`src/rtl/wb_stage.sv`:
```
// Writeback stage: accepts a retired instruction from execute, issues at most one
// register-file write per instruction, counts retirements and flags unsupported opcodes.
`timescale 1ns/1ps
module wb_stage #(
  parameter int BITSIZE = 32
) (
  input  logic               clk,
  input  logic               reset_i,
  input  logic               EX_WB_give_i,
  output logic               WB_EX_get_o,
  input  logic [31:0]        EX_WB_instruction_i,
  input  logic [BITSIZE-1:0] EX_WB_d_i,
  output logic               WB_RF_give_o,
  input  logic               RF_WB_get_i,
  output logic [4:0]         WB_RF_addr_o,
  output logic [BITSIZE-1:0] WB_RF_data_o,
  output logic               WB_illegal_o,
  output logic [63:0]        WB_retired_o
);

  typedef enum logic {GET_INSTR, WRITE_REG} state_e;

  localparam logic [6:0] OP_LUI         = 7'b0110111;
  localparam logic [6:0] OP_AUIPC       = 7'b0010111;
  localparam logic [6:0] OP_IMM_REG_ALU = 7'b0010011;
  localparam logic [6:0] OP_REG_REG_ALU = 7'b0110011;

  state_e               state_q, state_d;
  logic [4:0]           addr_q, addr_d;
  logic [BITSIZE-1:0]   data_q, data_d;
  logic                 illegal_q, illegal_d;
  logic [63:0]          retired_q;
  logic                 retire;

  logic [6:0] opcode;
  logic [4:0] rd;
  logic       is_writing_op;
  logic       unused_instr_bits;

  assign opcode            = EX_WB_instruction_i[6:0];
  assign rd                = EX_WB_instruction_i[11:7];
  assign unused_instr_bits = ^EX_WB_instruction_i[31:12];
  assign is_writing_op     = (opcode == OP_LUI) || (opcode == OP_AUIPC) ||
                             (opcode == OP_IMM_REG_ALU) || (opcode == OP_REG_REG_ALU);

  // NOTE: every signal gets a default before the case so no path leaves it unassigned (no latches).
  always_comb begin
    state_d   = state_q;
    addr_d    = addr_q;
    data_d    = data_q;
    illegal_d = 1'b0;
    retire    = 1'b0;
    case (state_q)
      GET_INSTR: begin
        if (EX_WB_give_i) begin
          addr_d = rd;
          data_d = EX_WB_d_i;
          if (is_writing_op && (rd != 5'd0)) begin
            state_d = WRITE_REG;
          end else begin
            retire    = 1'b1;
            illegal_d = !is_writing_op;
          end
        end
      end
      WRITE_REG: begin
        if (RF_WB_get_i) begin
          retire  = 1'b1;
          state_d = GET_INSTR;
        end
      end
      default: state_d = GET_INSTR;
    endcase
  end

  // NOTE: sequential state uses non-blocking assignments so all flops update from pre-edge values.
  always_ff @(posedge clk or posedge reset_i) begin
    if (reset_i) begin
      state_q   <= GET_INSTR;
      addr_q    <= '0;
      data_q    <= '0;
      illegal_q <= 1'b0;
      retired_q <= '0;
    end else begin
      state_q   <= state_d;
      addr_q    <= addr_d;
      data_q    <= data_d;
      illegal_q <= illegal_d;
      if (retire) retired_q <= retired_q + 64'd1;
    end
  end

  // Accept is gated by reset so execute never sees a handshake that reset would discard.
  assign WB_EX_get_o  = (state_q == GET_INSTR) && !reset_i;
  assign WB_RF_give_o = (state_q == WRITE_REG);
  assign WB_RF_addr_o = addr_q;
  assign WB_RF_data_o = data_q;
  assign WB_illegal_o = illegal_q;
  assign WB_retired_o = retired_q;

endmodule
```
`config.mk`:
```
export PLATFORM = sky130hd
export DESIGN_NAME = wb_stage
export DESIGN_NICKNAME = d
export VERILOG_FILES = /design/src/rtl/wb_stage.sv
export SDC_FILE = /design/constraint.sdc
export NUM_CORES = 1
export LEC_CHECK = 0
export BUFFER_PORTS_ARGS = -buffer_cell sky130_fd_sc_hd__buf_2
export CORE_AREA = 2 2 127 79
export DETAILED_ROUTE_END_ITERATION = 6
export DIE_AREA = 0 0 129 81
export GPL_ROUTABILITY_DRIVEN = 0
export HOLD_SLACK_MARGIN = 0.1
export PLACE_DENSITY = 0.91
export SLEW_MARGIN = 20
export SYNTH_ARGS = -nofsm -noshare
export SYNTH_HDL_FRONTEND = slang
export SYNTH_SLANG_ARGS = --single-unit
```
`constraint.sdc`:
```
create_clock -name clk -period 4 [get_ports clk]
set_input_delay 0.2 -clock clk [delete_from_list [all_inputs] [get_ports clk]]
set_output_delay 0.2 -clock clk [all_outputs]
set_load 0.02 [all_outputs]
```
==> results of run 1 <==
## registers in the layout, summed over array words and instances (netlist names)
register      count
WB_illegal_o      1
WB_retired_o     64
WB_RF_addr_o      5
WB_RF_data_o     32
WB_RF_give_o      1
## final timing paths
check | start | slack (ns) | endpoint
min | reset_i | 0.09 | WB_RF_data_o[28]
max in group asynchronous | reset_i | 3.03 | WB_retired_o[52]
max | EX_WB_instruction_i[7] | 0.87 | WB_retired_o[52]
min reg2reg | WB_RF_data_o[13] | 0.47 | WB_RF_data_o[13]
max reg2reg | WB_RF_give_o | 1.41 | WB_retired_o[52]
min in group clk | EX_WB_instruction_i[6] | 0.16 | WB_illegal_o
## routing by layer
metal | GRT usage | vias to the layer above | part of all wire | wire length, µm
met5 | 0 | - | 0 | 0
met4 | 0.103 | 0 | 0.026 | 295
met3 | 0.0593 | 27 | 0.060 | 688
met2 | 0.379 | 135 | 0.48 | 5460
met1 | 0.289 | 1859 | 0.44 | 5010
li1 | - | 1844 | - | -
## power breakdown
group          internal, mW  leakage [nW]  switching (mW)
sequential             1.12          1.33          0.0792
clock                 0.557         0.158           0.396
combinational         0.157          1.76           0.250
total                  1.84          3.25           0.726
## synth_stat cells, drive strengths merged
library cell	count	area (µm²)
nand2	140	526
dfrtp	103	2580
xnor2	34	305
xor2	29	254
nor2	22	82.6
nand3	21	105
nand4	16	106
and3	12	75.1
nor3	10	50.1
nor4	9	62.6
inv	8	30.0
clkbuf	7	26.3
and2	5	31.3
and4	4	35.0
buf	4	23.8
a21boi	2	15.0
nand2b	2	12.5
nor2b	2	12.5
or2	2	15.0
or3	2	12.5
or4	2	22.5
a211oi	1	12.5
a21bo	1	10.0
a21oi	1	5.00
and3b	1	8.76
ha	1	12.5
mux2	1	11.3
mux2i	1	10.0
nor3b	1	7.51
o211ai	1	7.51
o22ai	1	6.26
## metrics by stage
| step | std cells | hold WS [ns] | area (µm²) |
|---|---|---|---|
| floorplan | 446 | 0.299 | 4470 |
| global placement | 722 | 0.389 | 5360 |
| detailed placement | 722 | 0.393 | 5360 |
| CTS | 776 | 0.115 | 6070 |
| global route | 776 | 0.175 | 6080 |
| finish | 776 | 0.0866 | 6080 |
## cell usage in the layout (no fill, tap or decap), types with 9 or more instances in the layout
master	count
and3_1	12
buf_2	149
nor2_1	22
dfrtp_1	103
xor2_1	29
nor3_1	10
nand3_1	21
nand2_1	139
clkbuf_16	9
dlygate4sd3_1	38
nand4_1	15
xnor2_1	33
## final cells by class
| class | count | area, µm² |
|---|---|---|
| fillers | 757 | 3420 |
| flip-flops and latches | 103 | 2580 |
| multi-input cells | 324 | 1820 |
| repair buffers | 190 | 1150 |
| clock buffers | 9 | 225 |
| well taps | 135 | 169 |
| clock inverters | 7 | 105 |
| inverters | 8 | 32.5 |
## cells by family (layout without fill, tap and decap cells)
kind of cell / count (synthesis) / count (layout) / synth area share
AOI/OAI and AO/OA: 7 / 7 / 0.0126
xor gates and xnor gates: 63 / 63 / 0.125
adders and majority gates: 1 / 1 / 0.00280
buffers and inverters: 19 / 214 / 0.0179
DFF: 103 / 103 / 0.576
muxes: 2 / 2 / 0.00476
and+or+nand+nor: 251 / 251 / 0.260
## worst max-delay path, cell delays in order
cell and delay (ns):
dlygate4sd3_1 0.54, buf_2 0.13, or4_4 0.54, or2_4 0.26, a211oi_2 0.58, nand4_2 0.49
nor4_1 0.45, xor2_1 0.20
==> metrics.md, run 1 <==
| Metric | Value |
|---|---|
| Chip Height | 81 µm |
| Worst VDD drop | 0.000225 V |
| Arr. time, crit path | 3.39 ns |
| CP Max Fanout | 12 |
| Startpoint Class | primary input |
| Pin count of the biggest net entering global routing | 79 |
| Fmax | 319 MHz |
| Postcts setup bufs | 0 |
| Core Util, Final | 0.640 |
| Worst Path Required | 4.26 ns |
| Max_cap viols | 0 |
| Die ar. | 10,400 µm² |
| Global route total overflow | 0 |
| Setup-failing EPs final | 0 |
| Antenna diodes | 0 |
| Via/cell ratio | 4.98 |
| Clock-pin slew on the worst setup and hold paths | 0.07 ns |
| RSZ-0062 raised after global routing | no |
| Initial antenna violation count | 0 |
| Yosys reg bits | 103 |
| Drt pass-1 iters | 4 |
| Status | finished clean |
| Total power | 2.56 mW |
| Post-route setup TNS | 0 ns |
| Post-synthesis sequential area ratio | 0.576 |
| Post-route ant nets | 0 |
| Slew @ Worst Pin | 0.920 ns |
| TritonCTS Sinks | 103 |
| Worst R2R Path Depth | 6 |
| DR iter-0 viols | 141 |
| Endpoints failing hold | 0 |
| Starting Density | 0.471 |
| Root Buffer | clkbuf_16 |
| Share of layout cells above drive strength 1 | 0.281 |
| CTS tree | yes |
| CTS Buffer Depth | 2 |
| Port buffer count | 149 |
| Kind of critical path | primary input to flop |
| Tmin final | 3.13 ns |
| Vias in the first global route | 3,797 |
| Die width | 129 µm |
| DRC errors left | 0 |
| GRT Total Usage | 0.230 |
| Syn Inst Count | 446 |
| Setup ws final | 0.866 ns |
| Setup WS pre-CTS | 1.12 ns |
| Syn avg cell area | 10.0 µm² |
| # rows | 28 |
| Syn Nets | 515 |
| Total CTS buffers | 9 |
| Final Cycle Share | 0.783 |
| PwrDens | 422 nW/µm² |
| Post-CTS Hold Buffers | 38 |
| Synth Warn # | 0 |
| Final wirelength | 11.5 mm |
| HPWL after detailed placement | 7.90 mm |
| Post-Syn Area | 4470 µm² |
| IO Pins | 172 |
| Final nets | 705 |
| Count of cell types in the netlist | 38 |
| Depth of the CTS H-tree | 3 |
| Later-pin clock latency in the skew report | 0.34 ns |
| Cts repair resizes | 0 |
| Static Leakage | 3.25 nW |
| WL/cell | 14.8 µm |
| Hold Path Class | primary input to async pin |
| Area growth from synthesis to layout | 35.9% |
| Final slew viol count | 0 |
| Core Box Area | 9490 µm² |
| Worst Setup End Kind | flop |
| Final Skew | 0.00800 ns |
| Slew HR | 0.387 |
| Global-route wire length before repair | 18.6 mm |
| Vias | 3,865 |
Power figures use the tool's default switching activity.
==> inputs of run 2 (changes only) <==
Settings changed: ABC_AREA set to 1, CORE_AREA 2 2 127 79 to 2 2 138 86, DIE_AREA 0 0 129 81 to 0 0 140 88, PLACE_DENSITY 0.91 to 0.92.
Clock period 4 ns to 3 ns, I/O delays scaled along.
==> run 2 against run 1 <==
  * The flow now finishes with violations (design-rule violations)
  * Non-clock buffer count is 2 higher
  * Power rose by 61%
  * Critical path depth increased by 3
  * Sequential share of layout area is 6.8 points lower
  * Worst setup slack lost 0.021 ns
  * Global-route usage up 5.9 points
  * Synthesized area increased by 26%
  * Clock skew grew 0.00076 ns
  * Die area rose by 18%
  * Synthesized cell count is 67% higher
  * Utilization up 1.4 points
  * Critical path type unchanged
  * Critical endpoint is now WB_retired_o[39]
  * Highest routed layer unchanged
==> metrics.md, run 2 <==
| Metric | Value |
|---|---|
| Status | finished with violations |
| Failing checks | design-rule violations |
| Max reg flops | 64 |
| Final wirelength | 17.2 mm |
| Net Sw Frac | 0.357 |
| Hold Path Class | primary input to flop |
| Drt pass-1 iters | 7 |
| HPWL after detailed placement | 12.4 mm |
| Post-route insts no fill | 1,083 |
| Via/cell ratio | 5.33 |
| Post-route setup TNS | 0 ns |
| Most frequent cell after synthesis | nand2_1 |
| Met3 usage | 0.0924 |
| Worst Path Required | 3.23 ns |
| WL/cell | 15.8 µm |
| Worst VDD drop | 0.000331 V |
| Total net switching power | 1.48 mW |
| Met2 GRT Util | 0.447 |
| DR iter-0 viols | 583 |
| Synth area leaders | dfrtp_1 (46%), nand2_1 (19%), nor2_1 (5.3%), inv_1 (4.7%), xnor2_1 (4.0%) |
| Final slew viol count | 0 |
| Synth async-reset ratio | 1.00 |
| Worst Setup End Kind | flop |
| Yosys reg bits | 103 |
| Worst path most repeated cell | nand2_1 |
| Global-route wire length before repair | 27.8 mm |
| Core Box Area | 11,100 µm² |
| Port buffer count | 149 |
| Static Leakage | 3.59 nW |
| Int Pwr | 2.66 mW |
| Arr. time, crit path | 2.38 ns |
| RSZ-0062 raised after global routing | no |
| Clock power frac | 0.292 |
| Area growth from synthesis to layout | 28.1% |
| GRT Total Usage | 0.289 |
| Post-route ant nets | 0 |
| Fmax | 464 MHz |
| Post-route cell area | 7240 µm² |
| Worst-path cell chain | dlygate4sd3_1, buf_2, nor2_1, nand3_1, nand2_1, nand2_1, nand2_2, buf_12, nand2_2, o21ai_0, nand2_1 |
| Logic pwr share | 0.283 |
| Clock-pin slew on the worst setup and hold paths | 0.07 ns |
| CP Max Fanout | 30 |
| Slew HR | 0.553 |
| IO Pins | 172 |
| Endpoints failing hold | 0 |
| Total CTS buffers | 9 |
| Share of layout cells above drive strength 1 | 0.243 |
| Hold Slack | 0.132 ns |
| Syn avg cell area | 7.58 µm² |
| Later-pin clock latency in the skew report | 0.35 ns |
| Post-Syn Area | 5650 µm² |
| Sequential share of power | 0.425 |
| Placement Cell Area | 6550 µm² |
| Vias | 5,773 |
| Final Skew | 0.00875 ns |
| Depth of the CTS H-tree | 3 |
| # rows | 30 |
| Post-synthesis sequential area ratio | 0.456 |
| Syn Nets | 815 |
| Area share of the largest cell type after synthesis | 0.456 |
| PwrDens | 570 nW/µm² |
| Vias in the first global route | 5,542 |
| Commonest cells after routing, fill and taps aside | nand2_1 (280), buf_2 (149), dfrtp_1 (103), nor2_1 (80), inv_1 (70) |
| Fillers | 918 |
| Antenna diodes | 0 |
| Critical Path Slowest Stage Cell | dlygate4sd3_1 |
| Cts repair resizes | 0 |
| Initial antenna violation count | 0 |
| Startpoint Class | primary input |
| Slew @ Worst Pin | 0.668 ns |
| Most common library cells after synthesis | nand2_1 (280), dfrtp_1 (103), nor2_1 (80), inv_1 (71), nand3_1 (43) |
| Tmin final | 2.16 ns |
| Synth Warn # | 0 |
| Global route total overflow | 0 |
| Kind of critical path | primary input to flop |
| Final nets | 1,003 |
| CTS tree | yes |
| Syn Inst Count | 746 |
| CTS Buffer Depth | 2 |
| Slowest Stage Delay on Critical Path | 0.53 ns |
| Starting Density | 0.511 |
| Die width | 140 µm |
| DRC errors left | 8 |
| Setup-failing EPs final | 0 |
| Max_cap viols | 0 |
| Area leader, netlist | dfrtp_1 |
| Root Buffer | clkbuf_16 |
| Count of cell types in the netlist | 30 |
| Die ar. | 12,300 µm² |
| Chip Height | 88 µm |
| Most used DFF post-synth | dfrtp_1 |
| Final Cycle Share | 0.718 |
| Met1 usage | 0.397 |
| Gr busiest metal | met2 |
| TritonCTS Sinks | 103 |
| Post-synth EDFFs | 0 |
| Total power | 4.13 mW |
| Cell Count Post-Placement | 1,028 |
| Most common cell after layout, fill and taps aside | nand2_1 |
| Pin count of the biggest net entering global routing | 88 |
[run 2: cell types whose count changed after synthesis, moves of 12 or more]
cell,change
and3_1,-12
inv_1,+63
nand2_1,+140
nand2_2,+12
nand3_1,+22
nand4_1,+12
nor2_1,+58
nor2_2,+18
nor2_4,+12
xor2_1,-19
[run 2: cell type report]
| class | count | area, µm² | area share |
|---|---|---|---|
| clock buffers | 10 | 239 | 0.0330 |
| clock inverters | 6 | 68.8 | 0.00950 |
| flip-flops and latches | 103 | 2580 | 0.356 |
| multi-input cells | 553 | 2700 | 0.373 |
| repair buffers | 192 | 1190 | 0.164 |
| well taps | 144 | 180 | 0.0249 |
| inverters | 75 | 284 | 0.0392 |
[run 2: power by group through the flow]
stage | Sequential, mW | Clock, mW | Combinational (mW)
floorplan | 2.04 | 0 | 0.491
global placement | 1.76 | 0 | 1.11
detailed placement | 1.77 | 0 | 1.13
CTS | 1.75 | 1.22 | 1.17
global route | 1.78 | 1.28 | 1.28
finish | 1.75 | 1.21 | 1.17
[run 2: path summary, 6_finish.rpt]
check	start	end	slack (ns)	cells after the start
max in group asynchronous	reset_i	WB_retired_o[3]	1.94	4
setup / recovery	EX_WB_instruction_i[10]	WB_retired_o[39]	0.85	11
min in group asynchronous	reset_i	WB_RF_data_o[10]	0.32	3
hold / removal	RF_WB_get_i	WB_RF_give_o	0.13	4
setup reg to reg	WB_retired_o[0]	WB_retired_o[54]	1.05	9
hold reg to reg	WB_RF_addr_o[3]	WB_RF_addr_o[3]	0.47	2
[run 2: kinds of logic (layout without fill, tap and decap cells)]
logic type,count (synthesis),count (layout),synth area share
AO/OA/AOI/OAI,10,10,0.00952
XOR/XNOR,36,36,0.0558
adder cells (fa/ha/maj),1,1,0.00221
buffers and inverters,90,283,0.0660
flip-flops,103,103,0.456
AND/OR/NAND/NOR,506,506,0.411
[run 2: per-layer routing]
metal | share of wire | vias to the layer above
met2 | 0.43 | 302
met4 | 0.022 | 0
met3 | 0.11 | 47
met1 | 0.44 | 2728
li1 | - | 2696
met5 | 0 | -
[run 2: worst max-delay path, delay by kind of cell]
kind,cells,cell delay [ns]
simple gates,7,1.13
buf+inv,3,0.92
compound gates,1,0.15
[run 2: stage by stage]
stage,util,setup slack (ns)
final,0.654,0.845
after detailed placement,0.591,1.09
after CTS,0.654,0.899
after global placement,0.591,1.09
after floorplan,-,0.146
after global routing,0.654,0.759
[run 2: timing repair]
item / CTS / global route
hold buffers: 39 / 0
buffers inserted: 0 / 0
endpoints found under the hold margin: 54 / 0
==> inputs of run 3 (changes only) <==
Settings changed: ABC_AREA 1 to 0, CORE_AREA 2 2 138 86 to 2 2 127 79, DIE_AREA 0 0 140 88 to 0 0 129 81, PLACE_DENSITY 0.92 to 0.91.
Clock period 3 ns to 2.05 ns, I/O delays scaled along.
==> run 3 against run 2 <==
  * Critical path depth shrank 5
  * Worst setup slack lost 0.90 ns
  * Sequential share of layout area grew 3.1 points
  * Critical path type is now flop to flop
  * Non-clock buffer count grew 65
  * The flow finishes with violations (negative setup slack)
  * Routed wire length shrank 23%
  * Sequential power grew 31%
  * Largest power group unchanged
  * Cell count shrank 22%
==> metrics.md, run 3 (synthesis results as in run 1) <==
| Metric | Value |
|---|---|
| Starting Density | 0.471 |
| Worst VDD drop | 0.000446 V |
| Initial antenna violation count | 0 |
| Final Skew | 0.0142 ns |
| Worst Setup End Kind | flop |
| CTS tree | yes |
| Crit path capture | WB_retired_o[63] |
| Final slew viol count | 0 |
| Startpoint Class | flop |
| Setup ws final | -0.0565 ns |
| Die ar. | 10,400 µm² |
| Placement Cell Area | 5860 µm² |
| Commonest cells after routing, fill and taps aside | buf_2 (149), nand2_1 (139), dfrtp_1 (93), buf_4 (66), dlygate4sd3_1 (41) |
| Pin count of the biggest net entering global routing | 59 |
| Port buffer count | 149 |
| RSZ-0062 raised after global routing | yes |
| Worst path most repeated cell | nand4_1 |
| Kind of critical path | flop to flop |
| Max reg flops | 64 |
| FF-to-FF End | WB_retired_o[63] |
| Setup-failing EPs final | 1 |
| Global route total overflow | 0 |
| WL/cell | 15.7 µm |
| HPWL after detailed placement | 9.03 mm |
| Via/cell ratio | 5.04 |
| Area growth from synthesis to layout | 49.6% |
| CP Max Fanout | 4 |
| Clock power frac | 0.351 |
| Status | finished with violations |
| Failing checks | negative setup slack |
| Endpoints failing hold | 0 |
| Chip Height | 81 µm |
| Global-route wire length before repair | 20.8 mm |
| Critical Path Slowest Stage Cell | or4_4 |
| Vias | 4,251 |
| GRT Total Usage | 0.260 |
| Static Leakage | 3.59 nW |
| Root Buffer | clkbuf_16 |
| Final wirelength | 13.2 mm |
| Antenna diodes | 0 |
| R2r startpoint | WB_retired_o[53] |
| Total net switching power | 1.48 mW |
| Slew @ Worst Pin | 0.741 ns |
| Worst-path cell chain | nand4_1, nor2_2, and3_4, nand4_1, or4_4, xnor2_2 |
| Slew HR | 0.506 |
| Core Box Area | 9490 µm² |
| Hold Path Class | primary input to flop |
| DR iter-0 viols | 346 |
| Later-pin clock latency in the skew report | 0.36 ns |
| Fmax | 475 MHz |
| Net Sw Frac | 0.295 |
| IO Pins | 172 |
| Post-route cell area | 6690 µm² |
| Sequential share of power | 0.458 |
| Reg-to-reg slack, setup | -0.06 ns |
| Share of layout cells above drive strength 1 | 0.387 |
| Max_cap viols | 0 |
| Final Cycle Share | 1.03 |
| Core Util, Final | 0.705 |
| Clock-pin slew on the worst setup and hold paths | 0.08 ns |
| Logic pwr share | 0.191 |
| Post-route setup TNS | -0.0565 ns |
| DRC errors left | 0 |
| Worst R2R Path Depth | 6 |
| CTS Buffer Depth | 2 |
| Arr. time, crit path | 2.35 ns |
| PwrDens | 751 nW/µm² |
| Total CTS buffers | 9 |
| Fillers | 668 |
| Die width | 129 µm |
| Setup WS pre-CTS | -0.272 ns |
| Depth of the CTS H-tree | 3 |
| Int Pwr | 3.54 mW |
| Worst Path Required | 2.29 ns |
| # rows | 28 |
| Final nets | 772 |
| Drt pass-1 iters | 4 |
| Most common cell after layout, fill and taps aside | buf_2 |
| TritonCTS Sinks | 103 |
| Crit path from | WB_retired_o[53] |
| Tmin final | 2.11 ns |
| Post-route ant nets | 0 |
| Vias in the first global route | 4,295 |
| Slowest Stage Delay on Critical Path | 0.57 ns |
[run 3: per-stage QoR]
| stage | std cells | hold slack (ns) | total power, mW |
|---|---|---|---|
| global placement | 784 | 0.291 | 3.18 |
| detailed placement | 784 | 0.297 | 3.22 |
| finish | 843 | 0.141 | 5.02 |
| global route | 843 | 0.131 | 5.24 |
| floorplan | 446 | 0.198 | 2.82 |
| CTS | 841 | 0.126 | 5.04 |
[run 3: power by group through the flow]
stage / logic (mW) / clock network, mW / registers [mW]
2_1_floorplan: 0.257 / 0 / 2.56
3_3_place_gp: 0.860 / 0 / 2.32
4_1_cts: 0.953 / 1.79 / 2.30
5_1_grt: 1.04 / 1.89 / 2.32
6_report: 0.961 / 1.76 / 2.30
3_5_place_dp: 0.890 / 0 / 2.33
[run 3: how the worst min path moves through the flow]
stage | start | end | slack [ns] | cells past startpoint
after floorplan | RF_WB_get_i | WB_RF_give_o | 0.20 | 1
after global placement | EX_WB_d_i[1] | WB_RF_data_o[1] | 0.29 | 3
after detailed placement | EX_WB_d_i[22] | WB_RF_data_o[22] | 0.30 | 3
after CTS | EX_WB_instruction_i[1] | WB_illegal_o | 0.13 | 3
after global routing | EX_WB_instruction_i[1] | WB_illegal_o | 0.13 | 3
final | EX_WB_instruction_i[1] | WB_illegal_o | 0.14 | 3
[run 3: timing repair]
item | in CTS | in global routing
setup buffers | 0 | 2
pin swaps | 0 | 4
gates resized for setup | 8 | 14
setup endpoints to repair | 3 | 19
endpoints found under the hold margin | 142 | 0
hold buffers | 41 | 0
[run 3: area by class of cell]
type / instances / area (µm²) / share of cell area
flip-flops and latches: 103 / 2590 / 0.387
well taps: 135 / 169 / 0.0252
inverters: 8 / 33.8 / 0.00505
clock buffers: 9 / 225 / 0.0337
multi-input cells: 324 / 1920 / 0.287
repair buffers: 257 / 1670 / 0.250
clock inverters: 7 / 80.1 / 0.0120
[run 3: critical path, delay by kind of cell, from the launching register on]
family                    cells  cell delay (ns)
and+or+nand+nor               5             1.41
DFF                           1             0.42
xor gates and xnor gates      1             0.16
[run 3: layer usage]
layer | GRT usage | share of wire | routed length [µm] | up-vias
li1 | - | - | - | 1982
met3 | 0.0823 | 0.074 | 985 | 41
met5 | 0 | 0 | 0 | -
met1 | 0.311 | 0.41 | 5380 | 2046
met4 | 0.123 | 0.031 | 406 | 0
met2 | 0.435 | 0.49 | 6470 | 182
